File: src/rtl/vreg_group_collect.sv
// Writeback-side collector: rebuilds vector register groups from the per-register
// beat stream, retires each group as one event and keeps the busy scoreboard.
module vreg_group_collect #(
  parameter int ADDR_WIDTH = 5,
  parameter int MAX_GROUP  = 8,
  localparam int CW   = $clog2(MAX_GROUP) + 1,
  localparam int NREG = 2 ** ADDR_WIDTH
) (
  input  logic                  clk,
  input  logic                  rst,
  input  logic                  i_claim_en,
  input  logic [ADDR_WIDTH-1:0] i_claim_addr,
  input  logic [2:0]            i_claim_vlmul,
  input  logic                  i_in_valid,
  input  logic [ADDR_WIDTH-1:0] i_in_addr,
  input  logic                  i_in_start,
  input  logic                  i_in_end,
  input  logic                  i_err_clr,
  output logic                  o_grp_done,
  output logic [ADDR_WIDTH-1:0] o_grp_base,
  output logic [CW-1:0]         o_grp_count,
  output logic [NREG-1:0]       o_reg_busy,
  output logic                  o_collecting,
  output logic [3:0]            o_err
);

  typedef enum logic {S_IDLE, S_COLLECT} state_t;

  state_t                r_state;
  logic [ADDR_WIDTH-1:0] r_base, r_expect, r_grp_base;
  logic [CW-1:0]         r_count, r_grp_count;
  logic                  r_grp_done, r_collecting;
  logic [NREG-1:0]       r_busy;
  logic [3:0]            r_err;

  state_t                w_state_n;
  logic [ADDR_WIDTH-1:0] w_base_n, w_expect_n, w_done_base;
  logic [CW-1:0]         w_count_n, w_done_cnt;
  logic                  w_done, w_restart;
  logic [3:0]            w_err_new;
  logic [3:0]            w_claim_n;
  logic [NREG-1:0]       w_clr, w_set;

  // Beat handling; a start beat inside a group aborts it and is then replayed as in IDLE.
  always_comb begin
    w_state_n   = r_state;
    w_base_n    = r_base;
    w_count_n   = r_count;
    w_expect_n  = r_expect;
    w_done      = 1'b0;
    w_done_base = r_base;
    w_done_cnt  = r_count;
    w_restart   = 1'b0;
    w_err_new   = 4'b0000;
    if (i_in_valid) begin
      if (r_state == S_COLLECT) begin
        if (i_in_start) begin
          w_err_new[1] = 1'b1;
          w_restart    = 1'b1;
        end else if (i_in_addr != r_expect) begin
          w_err_new[0] = 1'b1;
          w_state_n    = S_IDLE;
        end else if (r_count == CW'(MAX_GROUP)) begin
          w_err_new[2] = 1'b1;
          w_state_n    = S_IDLE;
        end else begin
          w_count_n  = r_count + CW'(1);
          w_expect_n = r_expect + ADDR_WIDTH'(1);
          if (i_in_end) begin
            w_done      = 1'b1;
            w_done_base = r_base;
            w_done_cnt  = r_count + CW'(1);
            w_state_n   = S_IDLE;
          end
        end
      end else begin
        w_restart = 1'b1;
      end
      if (w_restart) begin
        if (!i_in_start) begin
          w_err_new[1] = 1'b1;
        end else if (i_in_end) begin
          w_done      = 1'b1;
          w_done_base = i_in_addr;
          w_done_cnt  = CW'(1);
          w_state_n   = S_IDLE;
        end else begin
          w_state_n  = S_COLLECT;
          w_base_n   = i_in_addr;
          w_count_n  = CW'(1);
          w_expect_n = i_in_addr + ADDR_WIDTH'(1);
        end
      end
    end
  end

  assign w_claim_n = i_claim_vlmul[2] ? 4'd1 : (4'd1 << i_claim_vlmul[1:0]);

  // Masks are built by walking forward from the base so groups wrap past the top register.
  always_comb begin
    w_clr = '0;
    w_set = '0;
    for (int k = 0; k < MAX_GROUP; k++) begin
      if (w_done && (CW'(k) < w_done_cnt))
        w_clr[w_done_base + ADDR_WIDTH'(k)] = 1'b1;
    end
    for (int k = 0; k < 8; k++) begin
      if (i_claim_en && (4'(k) < w_claim_n))
        w_set[i_claim_addr + ADDR_WIDTH'(k)] = 1'b1;
    end
  end

  always_ff @(posedge clk or posedge rst) begin
    if (rst) begin
      r_state      <= S_IDLE;
      r_base       <= '0;
      r_expect     <= '0;
      r_count      <= '0;
      r_grp_done   <= 1'b0;
      r_grp_base   <= '0;
      r_grp_count  <= '0;
      r_collecting <= 1'b0;
      r_busy       <= '0;
      r_err        <= '0;
    end else begin
      r_state      <= w_state_n;
      r_base       <= w_base_n;
      r_expect     <= w_expect_n;
      r_count      <= w_count_n;
      r_collecting <= (w_state_n == S_COLLECT);
      r_grp_done   <= w_done;
      if (w_done) begin
        r_grp_base  <= w_done_base;
        r_grp_count <= w_done_cnt;
      end
      r_busy <= (r_busy & ~w_clr) | w_set;
      r_err  <= (i_err_clr ? 4'b0000 : r_err) | w_err_new
              | {|(w_clr & ~r_busy), 3'b000};
    end
  end

  assign o_grp_done   = r_grp_done;
  assign o_grp_base   = r_grp_base;
  assign o_grp_count  = r_grp_count;
  assign o_reg_busy   = r_busy;
  assign o_collecting = r_collecting;
  assign o_err        = r_err;

endmodule

File: config.mk
export PLATFORM = sky130hd
export DESIGN_NAME = vreg_group_collect
export DESIGN_NICKNAME = d
export VERILOG_FILES = /design/src/rtl/vreg_group_collect.sv
export SDC_FILE = /design/constraint.sdc
export NUM_CORES = 1
export LEC_CHECK = 0
export BUFFER_PORTS_ARGS = -buffer_cell sky130_fd_sc_hd__clkbuf_2
export CORE_MARGIN = 3
export CORE_UTILIZATION = 35
export DETAILED_ROUTE_END_ITERATION = 12
export MAX_ROUTING_LAYER = met4
export PLACE_DENSITY = 0.51
export SLEW_MARGIN = 20
export SYNTH_ARGS = -nofsm -noshare
export SYNTH_HDL_FRONTEND = slang
export SYNTH_SLANG_ARGS = --single-unit
File: constraint.sdc
create_clock -name clk -period 6.13 [get_ports clk]
set_input_delay 0.3065 -clock clk [delete_from_list [all_inputs] [get_ports clk]]
set_output_delay 0.3065 -clock clk [all_outputs]
set_load 0.02 [all_outputs]
==> out/results.tsv, run 1 <==
metric	value	unit
power.leakage	3.37	nW
cts.sinks	61	
switchingPower	1.19	mW
cts_setup_buffers	0	
drc	0	
drt_iter0_markers	1482	
num_io_pins	67	
via_count	10400	
dpl.hpwl	32400	um
antenna_found_initial	0	
internal-power	1.22	mW
area_growth	12.4	%
synth.area.top_cells	dfrtp_1 18%, nand2_1 6.5%, nor2_1 5.0%	
core-area	23000	um^2
antenna_left	0	
firstDrtPassIters	9	
cts-buffers-inserted	9	
place_congestion	1.03	
worst_slew_margin_rel	0.280	
grt_pass1_vias	9489	
hold_violations	0	
fin_area	9370	um^2
clockBufferDepth	2	
routed_via_density	6.88	
die-height	160	um
antenna_cells	0	
cts-htree-levels	3	
clk_latency	0.35	ns
synth_nets	1191	
async_flop_share	1.00	
cts_tree	done	
worstPathMaxFanout	13	
fill_cells	2479	
clock_power_share	0.242	
synth_top_area_frac	0.183	
port_buffers	66	
drive_above_1_share	0.147	
synth_top_cell_by_area	dfrtp_1	
synth_area	8330	um^2
wl_per_cell	27.8	um
whs	0.168	ns
reg2reg_depth	13	
end_kind	flop	
clock_skew	0.0133	ns
syn_area_per_cell	7.23	um^2
ys_seq_area_frac	0.183	
layout.nets	1235	
ys_types	95	
status	finished clean	
yosys-top-cells-count	144 x nand2_1, 110 x nor2_1, 80 x a21oi_1	
synth_top_flop_cell	dfrtp_1	
grt_pass1_wl	62300	um
min_period	5.73	ns
p_per_area	257	nW/um^2
fin_crit_sh	0.935	
synth.most_common_cell	nand2_1	
placed_cells	1498	
grtUsageTotal	0.324	
place_area	9040	um^2
path_clk_slew	0.06	ns
ir_drop	0.000152	V
synth_edf_count	0	
die_x	160	um
grt_setup_unrepaired	false	
rows	55	
cts-root-buf	clkbuf_16	
crit_path_start_kind	flop	
yosys_warnings	0	
start_util	0.363	
reg2reg_setup_slack	0.40	ns
holdBufCountCts	0	
setup_tns	0	ns
yosys_register_bits	61	
p_sw_frac	0.493	
arrival	5.92	ns
grt-ovfl-total	0	
p_comb_frac	0.507	
finalMaxSlewViolations	0	
wirelength	42100	um
grt_max_degree	62	
hold_path.class	in -> async	
synthCells	1152	
instances_no_fill	1514	
die-area	25700	um^2
required	6.32	ns
fmax	0.174	GHz
cts-resized-gates	0	
timing_worst_slew_pin_value	1.07	ns
crit_type	reg -> reg	
p_seq_frac	0.251	
setup_viol	0	
cap_violations	0	
critical path, cell delays in order (launching register included):
cell,delay (ns)
dfrtp_1,0.43
ha_1,0.27
and4b_1,0.70
mux2_2,0.49
ha_1,0.48
nand2_1,0.19
xnor2_1,0.54
nor2_1,0.16
o211ai_1,0.25
a21oi_1,0.15
o41ai_1,0.54
o2111ai_1,0.34
a2111oi_1,0.84
nand4_1,0.18
sequential cells by signal (all words and copies together) (netlist names):
name,cells
r_expect,5
o_reg_busy,32
o_grp_base,5
o_grp_done,1
o_grp_count,4
r_base,5
o_collecting,1
o_err,4
r_count,4
power groups by stage:
stage | sequential [mW] | clock (mW) | combinational, mW
after floorplan | 0.656 | 0 | 0.675
after global placement | 0.607 | 0 | 1.19
after detailed placement | 0.604 | 0 | 1.18
after CTS | 0.599 | 0.591 | 1.18
after global routing | 0.614 | 0.607 | 1.28
final | 0.603 | 0.582 | 1.22
final timing paths:
path / start / to
max: o_collecting / o_err[3]
min: rst / r_expect[3]
max reg2reg: o_collecting / o_err[3]
min reg2reg: o_grp_count[3] / o_grp_count[3]
max in group asynchronous: rst / o_reg_busy[11]
min in group clk: i_err_clr / o_err[2]
routing by layer:
layer | routed length [um] | GRT usage | vias to the layer above
li1 | - | - | 4564
met2 | 17300 | 0.458 | 780
met1 | 18400 | 0.462 | 4941
met5 | 0 | - | -
met3 | 4730 | 0.0614 | 136
met4 | 1700 | 0.109 | 0
cells by family (layout without fill, tap and decap cells):
family                     after synthesis  in the layout  share of synthesized area
xor gates and xnor gates                58             58                     0.0659
and+or+nand+nor                        459            459                      0.263
AOI/OAI and AO/OA                      416            416                      0.365
buffers and inverters                  107            156                     0.0538
adders and majority gates               19             19                     0.0285
DFF                                     61             61                      0.183
muxes                                   32             32                     0.0405
per-stage QoR:
step,worst slack [ns],power (mW),utilization
floorplan,1.30,1.33,-
global placement,0.181,1.80,0.393
detailed placement,0.498,1.78,0.393
CTS,0.616,2.37,0.408
global route,0.219,2.51,0.408
finish,0.396,2.41,0.408
cell type report:
type | count | area (um^2) | area share
clock buffers | 10 | 239 | 0.0255
clock inverters | 6 | 86.3 | 0.00922
inverters | 33 | 124 | 0.0132
repair buffers | 107 | 638 | 0.0681
multi-input cells | 984 | 6360 | 0.679
well taps | 313 | 392 | 0.0418
flip-flops and latches | 61 | 1530 | 0.163
cells in the final DEF (no fill, tap or decap), types with 9 or more instances in the layout:
cell,instances
a2111oi_0,9
a211oi_1,20
a21oi_1,80
a221o_1,18
a22oi_1,19
a31oi_1,22
and2_1,11
and3_1,13
buf_4,41
clkbuf_16,9
clkbuf_2,66
dfrtp_1,61
ha_1,19
inv_1,27
mux2_2,14
mux2i_1,18
nand2_1,144
nand3_1,59
nand4_1,18
nor2_1,109
nor3_1,40
nor4_1,16
o2111ai_1,9
o211ai_1,15
o21ai_0,49
o221ai_1,12
o22ai_1,35
xnor2_1,38
xor2_1,16
Note: power is estimated with default switching activity, not from simulation.
==> inputs of run 2 (changes only) <==
--- a/config.mk
+++ b/config.mk
@@ -9,6 +9,7 @@
 export CORE_MARGIN = 3
 export CORE_UTILIZATION = 35
 export DETAILED_ROUTE_END_ITERATION = 12
+export GPL_TIMING_DRIVEN = 0
 export MAX_ROUTING_LAYER = met4
 export PLACE_DENSITY = 0.51
 export SLEW_MARGIN = 20
==> run 2 against run 1 <==
Critical path depth up 4. Non-clock buffer count up 29. Utilization up 0.59 points. Total power is 1.8% higher. Critical path type unchanged. Largest power group unchanged.
==> out/results.tsv, run 2 (synthesis results as in run 1) <==
metric	value	unit	change
status	finished clean		
antenna_left	0		unchanged
via_count	10700		+2.5%
internal-power	1.21	mW	-1.2%
cp-startpoint	o_collecting		
critPathMostFrequentCell	buf_2		
die-height	160	um	unchanged
cts-htree-levels	3		unchanged
drc	0		unchanged
grt_max_degree	44		-29%
die_x	160	um	unchanged
cts_tree	done		
timing_worst_slew_pin_value	1.13	ns	+0.0619 ns
switchingPower	1.25	mW	+4.9%
final_cell_mix	144 x nand2_1, 109 x nor2_1, 80 x a21oi_1		
p_total	2.45	mW	+1.8%
num_io_pins	67		unchanged
hold_path.class	in -> reg		
place_ws	-0.921	ns	-1.42 ns
grtUsageTotal	0.359		+0.0347
finalMaxSlewViolations	0		unchanged
routed_via_density	6.93		+0.62%
grt_pass1_vias	10100		+6.4%
clockBufferDepth	2		unchanged
fmax	0.169	GHz	-3.3%
min_period	5.93	ns	+0.194 ns
reg2reg_depth	17		+4
end_kind	flop		
antenna_cells	0		unchanged
cts-root-buf	clkbuf_16		
path_clk_slew	0.06	ns	about the same
arrival	6.09	ns	+0.17 ns
drt_iter0_markers	1659		+12%
grt_setup_unrepaired	false		
worstPathMaxFanout	12		-1
core-area	23000	um^2	unchanged
fin_crit_sh	0.967		+0.0317
clock_power_share	0.240		-0.002
cts.sinks	61		unchanged
crit_path_start_kind	flop		
firstDrtPassIters	6		-3
grt-ovfl-total	0		unchanged
wl_per_cell	30.0	um	+7.7%
power.leakage	3.33	nW	-1.1%
antenna_found_initial	0		unchanged
area_growth	14.0	%	
cts-buffers-inserted	9		unchanged
hold_violations	0		unchanged
fill_cells	2483		+0.16%
setup_viol	0		unchanged
critPathMaxStageDelay	0.63	ns	-0.21 ns
place_area	9080	um^2	+0.46%
holdPathStages	2		
p_comb_frac	0.520		+0.013
clock_skew	0.0154	ns	+0.00216 ns
clk_latency	0.35	ns	about the same
final_common_cell	nand2_1		
rows	55		unchanged
reg2reg_from	o_collecting		
required	6.29	ns	-0.03 ns
crit_cells	17		+4
crit_family	compound AO/OA/AOI/OAI gates		
min_from	i_in_addr[2]		
crit_type	reg -> reg		
cp_slowest_cell	a2111oi_2		
ir_drop	0.000145	V	-4.5%
grt_pass1_wl	67800	um	+8.9%
dpl.hpwl	36400	um	+13%
die-area	25700	um^2	unchanged
start_util	0.363		unchanged
p_seq_frac	0.240		-0.011
path_cells	ha_1 -> and4b_1 -> buf_4 -> mux2_2 -> buf_2 -> buf_2 -> ha_2 -> o21ai_0 -> xnor2_1 -> a21oi_1 -> o2111ai_1 -> o22a_1 -> nor2_1 -> a2111oi_2 -> o22ai_1 -> nor4_2 -> nand4_1		
p_sw_frac	0.508		+0.0149
path_buf_inv	3		+3
drive_above_1_share	0.133		-0.0140
p_per_area	258	nW/um^2	+0.37%
port_buffers	62		-6.1%
place_congestion	1.02		-0.67%
layout.nets	1264		+2.3%
worst_slew_margin_rel	0.238		-0.0416
fin_area	9500	um^2	+1.4%
largest_reg_flops	32		unchanged
finalWorstSetupSlack	0.202	ns	-0.194 ns
cap_violations	0		unchanged
wirelength	46200	um	+9.7%
## run 2: timing repair
| action | CTS | global route |
|---|---|---|
| buffers inserted | 0 | 0 |
| gates resized for setup | 9 | 5 |
| cloned | 0 | 0 |
| endpoints found under the hold margin | 18 | 0 |
| setup endpoints to repair | 1 | 1 |
| hold buffers | 1 | 0 |
## run 2: area by class of cell
cell class | count | area, um^2 | area share
plain buffers | 72 | 319 | 0.0336
clock buffers | 10 | 239 | 0.0251
clock inverters | 6 | 86.3 | 0.00908
inverters | 33 | 128 | 0.0134
multi-input cells | 984 | 6460 | 0.680
flip-flops and latches | 61 | 1530 | 0.161
well taps | 313 | 392 | 0.0412
repair buffers | 64 | 348 | 0.0366
## run 2: path summary, 6_finish.rpt
| path | to | slack, ns |
|---|---|---|
| setup reg to reg | o_err[3] | 0.20 |
| setup / recovery | o_err[3] | 0.20 |
| hold reg to reg | o_grp_count[3] | 0.48 |
| hold / removal | r_base[2] | 0.26 |
| min in group asynchronous | o_err[2] | 0.46 |
| max in group asynchronous | o_grp_base[2] | 5.11 |
## run 2: power by group through the flow
stage	Combinational [mW]	Sequential, mW	Clock [mW]
floorplan	0.675	0.656	0
global placement	1.23	0.594	0
detailed placement	1.21	0.593	0
CTS	1.22	0.588	0.597
global route	1.33	0.601	0.611
finish	1.27	0.589	0.587
## run 2: stage by stage
| step | cells | hold slack, ns | utilization | setup TNS, ns |
|---|---|---|---|---|
| floorplan | 1152 | 0.458 | - | 0 |
| global placement | 1527 | 0.464 | 0.393 | -1.15 |
| detailed placement | 1528 | 0.284 | 0.395 | -0.921 |
| CTS | 1545 | 0.250 | 0.412 | 0 |
| global route | 1543 | 0.268 | 0.413 | 0 |
| finish | 1543 | 0.258 | 0.413 | 0 |
## run 2: routing by layer
layer,vias up,global-route usage,part of all wire
met5,-,-,0
met4,0,0.118,0.037
met3,134,0.0926,0.13
met2,853,0.483,0.40
met1,5085,0.517,0.43
li1,4614,-,-
